$ cat src/rtl/full_adder4.sv
// Registered 4-bit ripple-carry adder: {cout, out} = in1 + in2 + cin.
// Latency: 1 clock. A new addition is accepted every cycle.
// Backpressure: none. The output register loads on every edge.
module full_adder4 (
    input  logic [3:0] in1,
    input  logic [3:0] in2,
    input  logic       cin,
    output logic [3:0] out,
    output logic       cout,
    input  logic       clk,
    input  logic       rst_n
);

    logic [3:0] sum_d;
    logic [4:0] carry;
    logic [3:0] sum_q;
    logic       cout_q;

    // Four full-adder cells chained through carry[i] -> carry[i+1].
    always_comb begin
        sum_d    = 4'b0000;
        carry    = 5'b00000;
        carry[0] = cin;
        for (int i = 0; i < 4; i++) begin
            sum_d[i]   = in1[i] ^ in2[i] ^ carry[i];
            carry[i+1] = (in1[i] & in2[i]) | (carry[i] & (in1[i] ^ in2[i]));
        end
    end

    always_ff @(posedge clk or negedge rst_n) begin
        if (!rst_n) begin
            sum_q  <= 4'b0000;
            cout_q <= 1'b0;
        end else begin
            sum_q  <= sum_d;
            cout_q <= carry[4];
        end
    end

    assign out  = sum_q;
    assign cout = cout_q;

endmodule

$ cat config.mk
export PLATFORM = sky130hd
export DESIGN_NAME = full_adder4
export DESIGN_NICKNAME = d
export VERILOG_FILES = /design/src/rtl/full_adder4.sv
export SDC_FILE = /design/constraint.sdc
export NUM_CORES = 1
export LEC_CHECK = 0
export CORE_AREA = 2 2 39 41
export CTS_CLUSTER_SIZE = 14
export DETAILED_ROUTE_END_ITERATION = 7
export DIE_AREA = 0 0 41 43
export PLACE_DENSITY = 0.48
export SYNTH_ARGS = -nofsm -noshare
export SYNTH_HDL_FRONTEND = slang
export SYNTH_SLANG_ARGS = --single-unit
$ cat constraint.sdc
create_clock -name clk -period 0.8 [get_ports clk]
set_input_delay 0.16 -clock clk [delete_from_list [all_inputs] [get_ports clk]]
set_output_delay 0.16 -clock clk [all_outputs]
set_load 0.03 [all_outputs]
# Word-level counts from Yosys, hierarchy flattened
# Cells that the tools add are included.
[totals]
n_memories = 0
mem_bits_ro = 0
latch_bits = 0
in_bits = 11
elab_cells = 22
ram_bits = 0
register_bits = 5
output_inout_bits = 5
[op_classes]
magnitude_cmp = 0
bitwise = 20
mul = 0
n_shift = 0
addsub = 0
eq_ne = 0
muxes = 0
n_div = 0
n_reduce_logical = 0
[op_table]
columns = ["op", "count"]
rows = [
  ["1-bit AND", 8],
  ["1-bit bitwise XOR", 8],
  ["1-bit OR", 4],
]

# Depth between registers and ports, before layout
# Gate-level depths: netlist of the first run.
[depth]
ltp_word = 9
mapped_depth = 8
mapped_depth_nobuf = 8

# Worst setup path after synthesis of the first run
# OpenSTA, ideal clock, no wires.
[synth_timing]
path_type = "input to register"
start = "in in1[0]"
end = "reg sum_q[3] (netlist: out[3])"
path_slack_ns = -0.930
arrival_ns = 1.666
cell_stages = 8
setup_time_ns = 0.064
n_path_buf = 0
t_required_ns = 0.736
cell_sequence = "fa_1 -> inv_1 -> fa_1 -> inv_1 -> fa_1 -> inv_1 -> fa_1 -> inv_1"
[synth_between]
elab_chain_cells = 8
word_cells_on_any_way = 9
classes_between = "9 x bitwise"
[synth_lines]
columns = ["item", "line", "source"]
rows = [
  ["start, declared", "5", "input logic [3:0] in1,"],
  ["1-bit bitwise XOR", "26", "carry[i+1] = (in1[i] & in2[i]) | (carry[i] & (in1[i] ^ in2[i]));"],
  ["1-bit AND", "26", ""],
  ["1-bit OR (*)", "26", ""],
  ["1-bit AND (*)", "26", ""],
  ["1-bit OR (*)", "26", ""],
  ["1-bit AND (*)", "26", ""],
  ["1-bit OR (*)", "26", ""],
  ["1-bit bitwise XOR (*)", "25", "sum_d[i] = in1[i] ^ in2[i] ^ carry[i];"],
  ["net sum_d[3]", "14", "logic [3:0] sum_d;"],
  ["end signal, assigned", "35", "sum_q <= sum_d;"],
  ["end, declared", "16", "logic [3:0] sum_q;"],
]
# The timed path passes the listed nets; every way through them passes the cells marked *.

# Final worst setup path of the first run
# Same ends and word-level chain as after synthesis.

==> results of run 1 <==
-- Yosys cell counts --
library cell,n
inv_1,10
fa_1,4
dfrtp_1,5
-- layer usage --
layer,vias to the layer above,wire [µm]
li1,84,-
met1,80,108
met2,15,182
met3,2,80
met4,0,18
met5,-,0
-- registers in the layout, summed over array words and instances (netlist names) --
| name | cells |
|---|---|
| out | 4 |
| cout | 1 |
-- stage by stage --
stage	setup slack, ps	hold WS (ps)	util [%]	total power [W]
floorplan	-920	-136	-	0.000448
global placement	-1410	382	29.5	0.000580
detailed placement	-1430	384	29.5	0.000589
CTS	-771	130	31.9	0.000905
global route	-813	142	31.9	0.000953
finish	-773	133	31.9	0.000890
-- area by class of cell --
| cell class | count | area, µm² |
|---|---|---|
| fillers | 136 | 942 |
| clock buffers | 4 | 26.3 |
| well taps | 16 | 20.0 |
| repair buffers | 15 | 145 |
| inverters | 10 | 37.5 |
| multi-input cells | 4 | 87.6 |
| flip-flops and latches | 5 | 125 |
-- power by group through the flow --
stage | Sequential, W | Combinational, W | Clock [W]
floorplan | 0.000396 | 0.0000521 | 0
global placement | 0.000307 | 0.000273 | 0
detailed placement | 0.000310 | 0.000278 | 0
CTS | 0.000315 | 0.000296 | 0.000294
global route | 0.000317 | 0.000322 | 0.000314
finish | 0.000315 | 0.000294 | 0.000281
-- how the worst max path moves through the flow --
stage / start / end / slack [ps] / depth (start not counted)
after global routing: in1[0] / out[3] / -810 / 9
after floorplan: in1[0] / out[3] / -920 / 8
after CTS: in1[0] / out[3] / -770 / 9
after global placement: in1[0] / out[3] / -1410 / 9
after detailed placement: in1[0] / out[3] / -1430 / 9
final: in1[0] / out[3] / -770 / 9
-- what timing repair did --
| item | 4_1_cts | 5_1_grt |
|---|---|---|
| gates resized for setup | 22 | 1 |
| buffers inserted | 0 | 0 |
| pin swaps | 4 | 0 |
| endpoints found under the setup margin | 10 | 9 |
| gates cloned | 0 | 0 |
-- critical path, cell delays in order --
cell	delay, ps
buf_6	90
fa_2	370
inv_2	60
fa_2	180
inv_2	40
fa_2	320
inv_2	60
fa_1	400
inv_1	70
-- kinds of logic after synthesis --
logic type                 count (synthesis)
buffers and inverters                     10
DFF                                        5
adders and majority gates                  4
==> flow_metrics.py, run 1 <==
metrics = {
    "power_and_ir_drop": {
        "cell_internal_pwr_w": 0.000626,
        "ir_drop_mv": 0.418,
        "p_comb_share_pct": 33.1,
        "p_seq_share_pct": 35.3,
        "power.leakage_nw": 0.221,
        "p_sw_w": 0.000264,
        "p_sw_share_pct": 29.7,
        "pwr-share-clk_pct": 31.6,
        "cellPowerDensity_nw_per_um2": 2020,
    },
    "logic_synthesis": {
        "syn_avg_cell_area_um2": 12.8,
        "ys_ff_latch": 5,
        "yosys.area.top_type": "dfrtp_1",
        "yosysWarnings": 0,
        "yosysTopAreaCellShare_pct": 51.5,
        "syn_inst": 19,
        "synth-adder-area-share_pct": 33.0,
        "synth.distinct_cells": 3,
        "synth_xor_area_share_pct": 0,
        "synth_compound_area_share_pct": 0,
        "synth.mux.area_fraction_pct": 0,
        "ys_seq_area_share_pct": 51.5,
        "syn_nets": 34,
        "synth_top_family_by_area": "adder cells",
        "synth_area_leaders": "dfrtp_1 (52%), fa_1 (33%), inv_1 (15%)",
        "netlist_area_um2": 243,
        "synthSimpleGateAreaFrac_pct": 0,
    },
    "timing": {
        "worstMarginPinSlew_ps": 205,
        "fin_ws_ps": -773,
        "fin_crit_ps": 1570,
        "relSlewSlack_pct": 86.3,
        "maxSlewViolCount": 0,
        "tns_ps": -2420,
        "final-setup-viol-count": 9,
        "max_freq_mhz": 636,
        "hold_violations": 0,
        "finalCritPeriodShare_pct": 197,
        "rsz0062_at_grt": "yes",
    },
    "floorplan": {
        "initial_core_util_pct": 17.5,
        "rows": 14,
        "dieWidth_um": 41,
        "die_y_um": 43,
        "dieArea_um2": 1760,
        "core-area_um2": 1380,
        "io_pins": 16,
    },
    "cts": {
        "clock_sinks": 5,
        "postCtsHoldBufs": 0,
        "cts_tree": "yes",
        "cts-htree-levels": 1,
        "clock_path_buffers": 2,
        "cts_buffers": 3,
        "clkTransAtPathRegs_ps": 40,
        "root_buffer": "clkbuf_4",
    },
    "detailed_routing": {
        "drc": 0,
        "vias": 181,
        "vias_per_cell": 3.35,
        "wl_per_cell_um": 7.20,
        "finalWirelength_um": 389,
        "ant_nets": 0,
        "dr.pass1.iters": 1,
        "drt_iter0_markers": 0,
    },
    "finish": {
        "diodes": 0,
        "finalNetCount": 54,
        "drive_above_1_share_pct": 52.6,
        "area_growth_syn_to_layout_pct": 82.0,
        "final_cell_mix": "inv_2 (6), buf_6 (6), dfrtp_1 (5), clkdlybuf4s50_1 (5), inv_1 (4)",
        "fin_cells": 54,
        "design_area_um2": 442,
    },
    "place": {
        "placed_cell_area_um2": 408,
        "place_congestion": 0.548,
        "dpl.cell_count": 50,
        "numPortBuffers": 15,
    },
    "job": {
        "max_cap_violations": 0,
    },
    "critical_path": {
        "arrival_ps": 1750,
        "cp_max_fo": 1,
        "critical_path_class": "in -> reg",
        "cp.required_ps": 980,
        "critPathCaptureType": "register",
        "critPathLaunchType": "input port",
    },
    "global_route": {
        "top_usage_layer": "met4",
        "grt_pass1_wl_um": 614,
        "grtUsageMet3_pct": 2.09,
        "gr-total-overflow": 0,
        "antenna_found_initial": 0,
        "grt_max_degree": 6,
        "grt_use_total_pct": 6.00,
        "use_met2_pct": 8.44,
        "grtUsageMet1_pct": 4.35,
        "first_global_vias": 177,
    },
    "worst_hold_path": {
        "hp-class": "in -> async",
    },
    "status": {
        "violations": "negative setup slack",
        "status": "finished with violations",
    },
}
Power figures use the tool's default switching activity.
==> inputs of run 2 (changes only) <==
- CTS_BUF_LIST: unset -> sky130_fd_sc_hd__clkbuf_8
==> run 2 against run 1 <==
- the run still ends with negative setup slack left
- flip-flop and latch count is the same
- sequential share of layout area shrank 1.2 points
- utilization is 1.4 points higher
- cell count stayed put
- worst setup slack got worse by 24 ps
- maximum frequency fell by 1.5%
- power is 18% higher
- final area up 4.2%
- global-route usage is 0.30 points higher
- die area unchanged
- critical path type unchanged
- largest power group is now the clock network
==> flow_metrics.py, run 2 (synthesis gave the netlist of run 1 again) <==
metrics = {
    "cts": {
        "cts-htree-levels": 1,
        "clkTransAtPathRegs_ps": 30,
        "root_buffer": "clkbuf_8",
        "clock_path_buffers": 2,
        "cts_tree": "yes",
        "post_cts.repair.setup_buffers": 0,
        "cts_buffers": 3,
        "clock_sinks": 5,
    },
    "critical_path": {
        "critPathCaptureType": "register",
        "cp_slowest_cell": "fa_1",
        "cpPeakStageDelay_ps": 400,
        "cp_max_fo": 1,
        "path_cells": "buf_6, fa_2, inv_2, fa_2, inv_2, fa_2, inv_2, fa_1, inv_1",
        "arrival_ps": 1750,
        "critPathLaunchType": "input port",
        "critical_path_class": "in -> reg",
        "cp.required_ps": 950,
    },
    "global_route": {
        "first_global_vias": 177,
        "gr-total-overflow": 0,
        "grt_max_degree": 6,
        "grt_use_total_pct": 6.30,
        "antenna_found_initial": 0,
        "grt_pass1_wl_um": 627,
    },
    "floorplan": {
        "rows": 14,
        "dieWidth_um": 41,
        "core-area_um2": 1380,
        "initial_core_util_pct": 17.5,
        "io_pins": 16,
        "die_y_um": 43,
        "dieArea_um2": 1760,
    },
    "status": {
        "status": "finished with violations",
        "violations": "negative setup slack",
    },
    "timing": {
        "final-setup-viol-count": 9,
        "rsz0062_at_grt": "yes",
        "relSlewSlack_pct": 86.3,
        "maxSlewViolCount": 0,
        "hold_violations": 0,
        "max_freq_mhz": 626,
        "fin_crit_ps": 1600,
        "worstMarginPinSlew_ps": 205,
        "finalCritPeriodShare_pct": 200,
        "fin_ws_ps": -797,
    },
    "detailed_routing": {
        "vias_per_cell": 3.30,
        "routed.top_layer": "met3",
        "wl_met1_um": 119,
        "drc": 0,
        "wl_met2_um": 197,
        "ant_nets": 0,
        "finalWirelength_um": 396,
        "wl_per_cell_um": 7.33,
        "dr.pass1.iters": 1,
        "dr_wl_met3_um": 78,
        "vias": 178,
        "drt_iter0_markers": 0,
    },
    "power_and_ir_drop": {
        "power_w": 0.00105,
        "ir_drop_mv": 0.422,
        "power.leakage_nw": 0.233,
        "cellPowerDensity_nw_per_um2": 2280,
    },
    "place": {
        "numPortBuffers": 15,
        "dpl.cell_count": 50,
        "place_congestion": 0.548,
    },
    "worst_hold_path": {
        "hp-class": "in -> async",
    },
    "job": {
        "max_cap_violations": 0,
    },
    "finish": {
        "area_growth_syn_to_layout_pct": 89.7,
        "diodes": 0,
        "fin_cells": 54,
        "final_cell_mix": "inv_2 (6), buf_6 (6), inv_1 (5), dfrtp_1 (5), clkdlybuf4s50_1 (5)",
        "finalNetCount": 54,
        "drive_above_1_share_pct": 52.6,
        "largest_reg_flops": 4,
    },
}
[run 2: cell types whose count changed in the layout (fill, tap and decap cells not counted)]
cell | before | now
clkbuf_4 | 3 | 0
inv_1 | 4 | 5
clkbuf_1 | 1 | 0
clkbuf_8 | 0 | 3
[run 2: worst max path at each step]
stage | start | to
floorplan | in1[0] | out[3]
global placement | in1[0] | out[3]
detailed placement | in1[0] | out[3]
CTS | in1[0] | out[3]
global route | in1[0] | out[3]
finish | in1[0] | out[3]
[run 2: critical path: cells and delay by family]
family	cells	cell delay, ps
adders and majority gates	4	1270
buffers and inverters	5	320
[run 2: area by class of cell]
| class | count | area (µm²) |
|---|---|---|
| clock buffers | 3 | 41.3 |
| clock inverters | 1 | 3.75 |
| fillers | 132 | 923 |
| inverters | 10 | 37.5 |
| multi-input cells | 4 | 87.6 |
| flip-flops and latches | 5 | 125 |
| well taps | 16 | 20.0 |
| repair buffers | 15 | 145 |
[run 2: per-layer routing]
layer,up-vias,track usage [%]
li1,85,-
met3,0,3.66
met2,13,8.44
met1,80,4.35
met5,-,0
met4,0,10.0
[run 2: metrics by stage]
stage	hold slack [ps]	setup TNS, ps	util [%]	setup WS [ps]	area (µm²)
after floorplan	-136	-2520	-	-920	250
after global placement	382	-4940	29.5	-1410	408
after detailed placement	384	-5000	29.5	-1430	408
after CTS	155	-2430	33.3	-796	460
after global routing	169	-2600	33.3	-838	460
final	156	-2400	33.3	-797	460
[run 2: what timing repair did]
item / in CTS / in global routing
resized for setup: 22 / 1
hold buffers: 0 / 0
setup endpoints to repair: 10 / 9
pin swaps: 4 / 0
[run 2: power breakdown]
part / switching (W) / internal (W) / total, W
Sequential: 0.0000191 / 0.000296 / 0.000315
Combinational: 0.000152 / 0.000143 / 0.000295
Clock: 0.000111 / 0.000328 / 0.000439
==> inputs of run 3 (changes only) <==
- ABC_AREA: unset -> 0
==> results of run 3 <==
Final layout, timing and power as in run 2 (identical DEF).
